[src/rtl/pipeline_buf.sv]
// -----------------------------------------------------------------------------
// pipeline_buf
//
// Elastic in-order pipeline stage with DEPTH entries. It sits between two CPU
// pipeline stages that use the valid/allow handshake, and it absorbs downstream
// back-pressure without inserting bubbles. It supports stall (freeze) and
// flush (discard everything, including the current input).
//
// Optional feature, selected by the macro PIPELINE_BUF_BYPASS_EN:
//   When this macro is defined and the buffer is empty, a payload that is
//   offered while the downstream stage accepts passes straight through in the
//   same cycle. Nothing is written and count stays 0.
//   When it is undefined, valid_out depends only on stored entries. The
//   minimum in->out latency is then 1 cycle, and there is no combinational
//   path from in to out.
//
// Parameters
//   WIDTH        payload width in bits
//   DEPTH        number of entries (>=1, any integer)
//   RESET        1: the head slot is loaded with RESET_VALUE on reset
//   RESET_VALUE  value presented on out after reset when RESET=1
//
// Ports
//   clk        in   clock, all state updates on posedge
//   reset      in   synchronous active-high reset, dominates everything
//   stall      in   freeze: no push, no pop, valid_out=0, allow_in=0
//   flush      in   empty the buffer and drop the current input
//   valid_in   in   upstream offers a payload
//   allow_in   out  this stage accepts a payload this cycle (comb)
//   allow_out  in   downstream accepts a payload this cycle
//   valid_out  out  head payload is presented downstream
//   in         in   upstream payload
//   out        out  head payload
//   count      out  number of entries held (registered)
// -----------------------------------------------------------------------------
module pipeline_buf #(
    parameter int               WIDTH       = 1,
    parameter int               DEPTH       = 2,
    parameter bit               RESET       = 1'b0,
    parameter logic [WIDTH-1:0] RESET_VALUE = {WIDTH{1'b0}}
) (
    input  logic                       clk,
    input  logic                       reset,
    input  logic                       stall,
    input  logic                       flush,
    input  logic                       valid_in,
    output logic                       allow_in,
    input  logic                       allow_out,
    output logic                       valid_out,
    input  logic [WIDTH-1:0]           in,
    output logic [WIDTH-1:0]           out,
    output logic [$clog2(DEPTH+1)-1:0] count
);

    localparam int CW = $clog2(DEPTH + 1);
    // A single-entry buffer still needs a 1-bit pointer to index storage.
    localparam int PW = (DEPTH > 1) ? $clog2(DEPTH) : 1;

    localparam logic [CW-1:0] DEPTH_C  = CW'(DEPTH);
    localparam logic [PW-1:0] LAST_PTR = PW'(DEPTH - 1);
    localparam logic [PW-1:0] PTR_ZERO = {PW{1'b0}};
    localparam logic [CW-1:0] CNT_ZERO = {CW{1'b0}};

    logic [WIDTH-1:0] mem_r [DEPTH];
    logic [PW-1:0]    rd_ptr_r;
    logic [PW-1:0]    wr_ptr_r;
    logic [CW-1:0]    count_r;

    logic not_empty_s;
    logic has_room_s;
    logic bypass_s;
    logic push_s;
    logic pop_s;

    // Pointers wrap by explicit compare, so DEPTH need not be a power of two.
    function automatic logic [PW-1:0] ptr_inc(input logic [PW-1:0] p);
        if (p == LAST_PTR) begin
            return PTR_ZERO;
        end else begin
            return p + PW'(1'b1);
        end
    endfunction

    // Handshake decode: allow_in, valid_out, head data and push/pop qualifiers.
    always_comb begin
        not_empty_s = (count_r != CNT_ZERO);
        has_room_s  = (count_r < DEPTH_C);
        // A full buffer still accepts when the head leaves in the same cycle.
        allow_in    = flush | (~stall & (has_room_s | allow_out));
`ifdef PIPELINE_BUF_BYPASS_EN
        bypass_s    = ~not_empty_s & ~stall & ~flush & valid_in & allow_out;
`else
        bypass_s    = 1'b0;
`endif
        valid_out   = (not_empty_s & ~stall) | bypass_s;
        if (bypass_s) begin
            out = in;
        end else begin
            out = mem_r[rd_ptr_r];
        end
        // A bypassed payload is consumed downstream directly and never stored.
        push_s = valid_in & allow_in & ~flush & ~bypass_s;
        // Pop only counts stored entries, so a bypass never pops.
        pop_s  = not_empty_s & ~stall & allow_out & ~flush;
    end

    // Pointer and occupancy state; reset dominates flush, and flush dominates stall.
    always_ff @(posedge clk) begin
        if (reset) begin
            rd_ptr_r <= PTR_ZERO;
            wr_ptr_r <= PTR_ZERO;
            count_r  <= CNT_ZERO;
        end else if (flush) begin
            rd_ptr_r <= PTR_ZERO;
            wr_ptr_r <= PTR_ZERO;
            count_r  <= CNT_ZERO;
        end else begin
            if (push_s) begin
                wr_ptr_r <= ptr_inc(wr_ptr_r);
            end
            if (pop_s) begin
                rd_ptr_r <= ptr_inc(rd_ptr_r);
            end
            case ({push_s, pop_s})
                2'b10:   count_r <= count_r + CW'(1'b1);
                2'b01:   count_r <= count_r - CW'(1'b1);
                default: count_r <= count_r;
            endcase
        end
    end

    // Payload storage. Only the head slot has a reset value, and only when RESET is set.
    always_ff @(posedge clk) begin
        if (reset) begin
            if (RESET) begin
                mem_r[PTR_ZERO] <= RESET_VALUE;
            end
        end else if (push_s) begin
            mem_r[wr_ptr_r] <= in;
        end
    end

    assign count = count_r;

    // Occupancy must never exceed DEPTH after a push without a matching pop.
    a_no_overflow : assert property (@(posedge clk) disable iff (reset)
        (push_s && !pop_s) |-> (count_r < DEPTH_C));

    // A pop must never be taken from an empty buffer.
    a_no_underflow : assert property (@(posedge clk) disable iff (reset)
        pop_s |-> (count_r != CNT_ZERO));

    // Occupancy must always stay within 0..DEPTH.
    a_count_range : assert property (@(posedge clk) disable iff (reset)
        count_r <= DEPTH_C);

endmodule
[config.mk]
export PLATFORM = sky130hd
export DESIGN_NAME = pipeline_buf
export DESIGN_NICKNAME = d
export VERILOG_FILES = /design/src/rtl/pipeline_buf.sv
export SDC_FILE = /design/constraint.sdc
export NUM_CORES = 1
export LEC_CHECK = 0
export ABC_CLOCK_PERIOD_IN_PS = 1800
export CORE_AREA = 2 2 39 41
export DETAILED_ROUTE_END_ITERATION = 7
export DIE_AREA = 0 0 41 43
export PLACE_DENSITY = 0.56
export SLEW_MARGIN = 20
export SYNTH_ARGS = -nofsm -noshare
export SYNTH_HDL_FRONTEND = slang
export SYNTH_SLANG_ARGS = --single-unit
[constraint.sdc]
create_clock -name clk -period 1.8 [get_ports clk]
set_clock_uncertainty 0.15 [all_clocks]
set_input_delay 0.18 -clock clk [delete_from_list [all_inputs] [get_ports clk]]
set_output_delay 0.18 -clock clk [all_outputs]
set_load 0.01 [all_outputs]
==> flow_results.org <==
** Die
- In this run the core area contains 14 standard-cell rows.
- The floorplan step defined a die boundary enclosing 0.00176 mm2.
- Measured along the x axis, the die boundary spans 41 um.
- Initial cell density of the core :: 25.3%
- In this run the vertical extent of the chip is 43 um.
- Core area :: 0.00138 mm2
- 12 I/O pins were placed.

** Setup path
- Data on the critical path is required at its endpoint by 1.82 ns.
- The worst setup path is launched from a register.
- In this run the critical register-to-register path is captured at count[1]$_SDFFE_PP0P_.
- Critical Path Sink Type :: register
- At the worst endpoint, the arrival time is 1.80 ns.
- Worst Setup Path Type :: reg2reg
- Along the worst path, the maximum fanout reaches 2.
- Critical path endpoint :: count[1]$_SDFFE_PP0P_
- Worst reg-to-reg path cell count :: 6
- The setup check on the worst reg-to-reg path leaves a slack of 0.03 ns.
- Launch point of the worst reg-to-reg path :: count[1]$_SDFFE_PP0P_
- The most critical setup path has its startpoint at count[1]$_SDFFE_PP0P_.

** Global routing
- For this run the aggregate overflow at the end of global routing stands at 0.
- The via count of the first global-routing pass was 309.
- Initial antenna violation count :: 0
- Global routing consumed, over all layers together, 10.6% of the routing resources.
- Entering global routing, the biggest net connects 6 pins.
- First-pass GRT wire length :: 1210 um

** Clock network
- Clock slew at reported path FFs :: 0.05 ns
- The tree is rooted in a sky130_fd_sc_hd__clkbuf_4.
- Clock tree buffer depth :: 2
- TritonCTS built the clock tree.
- # clock sinks :: 7
- At the later pin of the worst-skew pair, clock insertion delay measures 0.25 ns.
- # hold bufs at CTS :: 0
- Total clock buffers created by CTS :: 3
- # H-tree levels :: 1

** Timing
- Setup violations remaining at the end of the flow were counted as 0.
- Final critical-path share of the clock period :: 98.5%
- The final count of hold timing violations came to 0.
- At the pin with the least slew margin, the transition time is 0.353 ns.
- Static timing analysis puts the maximum clock frequency at 0.564 GHz.
- Setup repair after global routing could not meet its margin everywhere.
- Slew headroom :: 76.1%
- Post-layout minimum cycle time :: 1.77 ns
- Final Max Slew Viols :: 0
- Final worst-path setup slack :: 0.0267 ns

** Pwr
- Worst vdd ir :: 0.000357 V
- Leakage power of the design :: 0.245 nW
- Dividing total power by cell area gives a power density of 595 mW/mm2.

** Finish
- The multi-input combinational cells in the finished layout cover a total of 216 um2.
- The repair_antennas step left the layout with diodes totalling 0.
- Measured on the finished design, the core utilization comes to 42.9%.
- The net count of the finished layout is 65.
- Flip-flop and latch area :: 161 um2
- Fraction of layout instances using a drive strength above 1 :: 39.3%
- Area growth from synthesis to layout :: 69.3%
- Fillers :: 147

** Synth
- Unique masters post-synth :: 20
- Summed over its instances, the top area cell type makes up 28.6% of the synthesized netlist area.
- Combined area of all synthesized cells :: 350 um2
- Leading cell types by total area after synthesis :: sky130_fd_sc_hd__dfxtp_1 (29%), sky130_fd_sc_hd__edfxtp_1 (17%), sky130_fd_sc_hd__nor4_4 (6.1%)
- Number of instances in the synthesized netlist :: 32
- A synthesized cell averages 10.9 um2.
- Synthesized net count :: 40
- Part of the Yosys area used for sequential elements :: 45.7%
- Total of flip-flops plus latches after synthesis :: 7
- Number of warning messages in the yosys log :: 0
- Of all cell types, the one taking the most synthesized area is sky130_fd_sc_hd__dfxtp_1.

** Detailed routing
- Uppermost signal routing layer after detailed routing :: met3
- Drt wl/cell :: 9.96 um
- DR WL met2 :: 342 um
- Final ANT Viol Nets :: 0
- After the first detailed-routing iteration, the DRC count stood at 5.
- The detailed router placed 318 vias in this run.
- The routed design uses 57 um of met3 wire.
- In the routed layout, each cell is associated on average with a via count of 4.42.
- DRC Markers :: 0
- The detailed router put a total of 317 um of wire on met1.
- Final wirelength :: 717 um
- Before antenna repair, the detailed router went through 3 iterations.

** Placed design
- Count of buffers from port buffering :: 11
- Global placer's final weighted congestion :: 0.742
- Worst slack at placement :: -0.401 ns
- Detail Placement HPWL :: 578 um

** Job
- Total of max-cap violations :: 0

** Run status
- The run finished with clean final reports.

** Hold path
- Kind of path behind the tightest hold check :: in2reg
[layer usage]
layer  vias to the layer above  GRT usage [%]
li1                        163              -
met1                       147           11.7
met2                         8           15.9
met3                         0           9.42
met4                         0              0
met5                         -              0
[where the power goes]
group | internal (W) | total [W] | leakage (nW) | switching (W)
clock | 0.0000845 | 0.000141 | 0.0150 | 0.0000561
combinational | 0.0000287 | 0.0000465 | 0.171 | 0.0000178
sequential | 0.000164 | 0.000166 | 0.0590 | 0.00000157
total | 0.000278 | 0.000353 | 0.245 | 0.0000754
[worst max-delay path, cell delays in order (launching register included)]
cell                      delay (ns)
sky130_fd_sc_hd__dfxtp_2        0.31
sky130_fd_sc_hd__and2b_2        0.19
sky130_fd_sc_hd__or3_4          0.34
sky130_fd_sc_hd__ha_4           0.17
sky130_fd_sc_hd__xnor2_1        0.12
sky130_fd_sc_hd__or3_1          0.30
sky130_fd_sc_hd__a21oi_1        0.12
[cells by family (layout without fill, tap and decap cells)]
| logic type | after synthesis | after routing | synth area share (%) |
|---|---|---|---|
| and+or+nand+nor | 14 | 14 | 26.8 |
| muxes | 3 | 3 | 8.93 |
| AOI/OAI and AO/OA | 5 | 5 | 10.0 |
| xor gates and xnor gates | 2 | 2 | 5.00 |
| DFF | 7 | 7 | 45.7 |
| adders and majority gates | 1 | 1 | 3.57 |
| buffers and inverters | 0 | 24 | 0 |
[timing repair]
item	in CTS	in global routing
endpoints found under the setup margin	3	2
buffers inserted	1	0
resized for setup	5	2
cloned	0	0
pin swaps	3	1
[synth_stat cells (all sizes together)]
cell type  instances
mux2               1
or3                3
mux2i              2
nor4               1
o21ba              1
dfxtp              5
o211ai             1
nand2b             2
nor4b              1
or2                1
nand2              2
nor2               3
o21bai             1
xor2               1
o21ai              1
a21oi              1
and2b              1
edfxtp             2
xnor2              1
ha                 1
[final cells by class]
class / count / share of cell area [%]
repair buffers: 20 / 28.5
multi-input cells: 25 / 36.5
flip-flops and latches: 7 / 27.2
clock buffers: 4 / 4.43
well taps: 16 / 3.38
[worst min path at each step]
stage,startpoint,to,slack (ns),depth (start not counted)
final,allow_out,rd_ptr_r$_SDFFE_PP0P_,0.34,4
after global routing,in,mem_r[1]$_DFFE_PP_,0.35,1
after CTS,allow_out,rd_ptr_r$_SDFFE_PP0P_,0.34,4
after detailed placement,rd_ptr_r$_SDFFE_PP0P_,rd_ptr_r$_SDFFE_PP0P_,0.34,2
after global placement,rd_ptr_r$_SDFFE_PP0P_,rd_ptr_r$_SDFFE_PP0P_,0.34,2
after floorplan,in,mem_r[0]$_DFFE_PP_,0.13,0
[layout by cell type (no fill, tap or decap), types with 2 or more instances in the layout]
| master | n |
|---|---|
| sky130_fd_sc_hd__mux2i_1 | 2 |
| sky130_fd_sc_hd__dfxtp_1 | 4 |
| sky130_fd_sc_hd__dlygate4sd2_1 | 3 |
| sky130_fd_sc_hd__buf_4 | 9 |
| sky130_fd_sc_hd__nor2_1 | 3 |
| sky130_fd_sc_hd__clkbuf_4 | 3 |
| sky130_fd_sc_hd__edfxtp_1 | 2 |
| sky130_fd_sc_hd__nand2_1 | 2 |
| sky130_fd_sc_hd__clkdlybuf4s50_1 | 7 |
| sky130_fd_sc_hd__or3_1 | 2 |
[metrics by stage]
step	setup TNS (ns)	total power [W]	area [um2]	hold WS, ns	std cells
after detailed placement	-1.05	0.000217	561	0.345	67
after global placement	-0.962	0.000217	561	0.336	67
after CTS	0	0.000360	597	0.338	72
after global routing	-0.00957	0.000378	593	0.354	72
final	0	0.000353	593	0.338	72
after floorplan	-0.0545	0.000187	370	0.129	32
(Power assumes the default switching activity.)
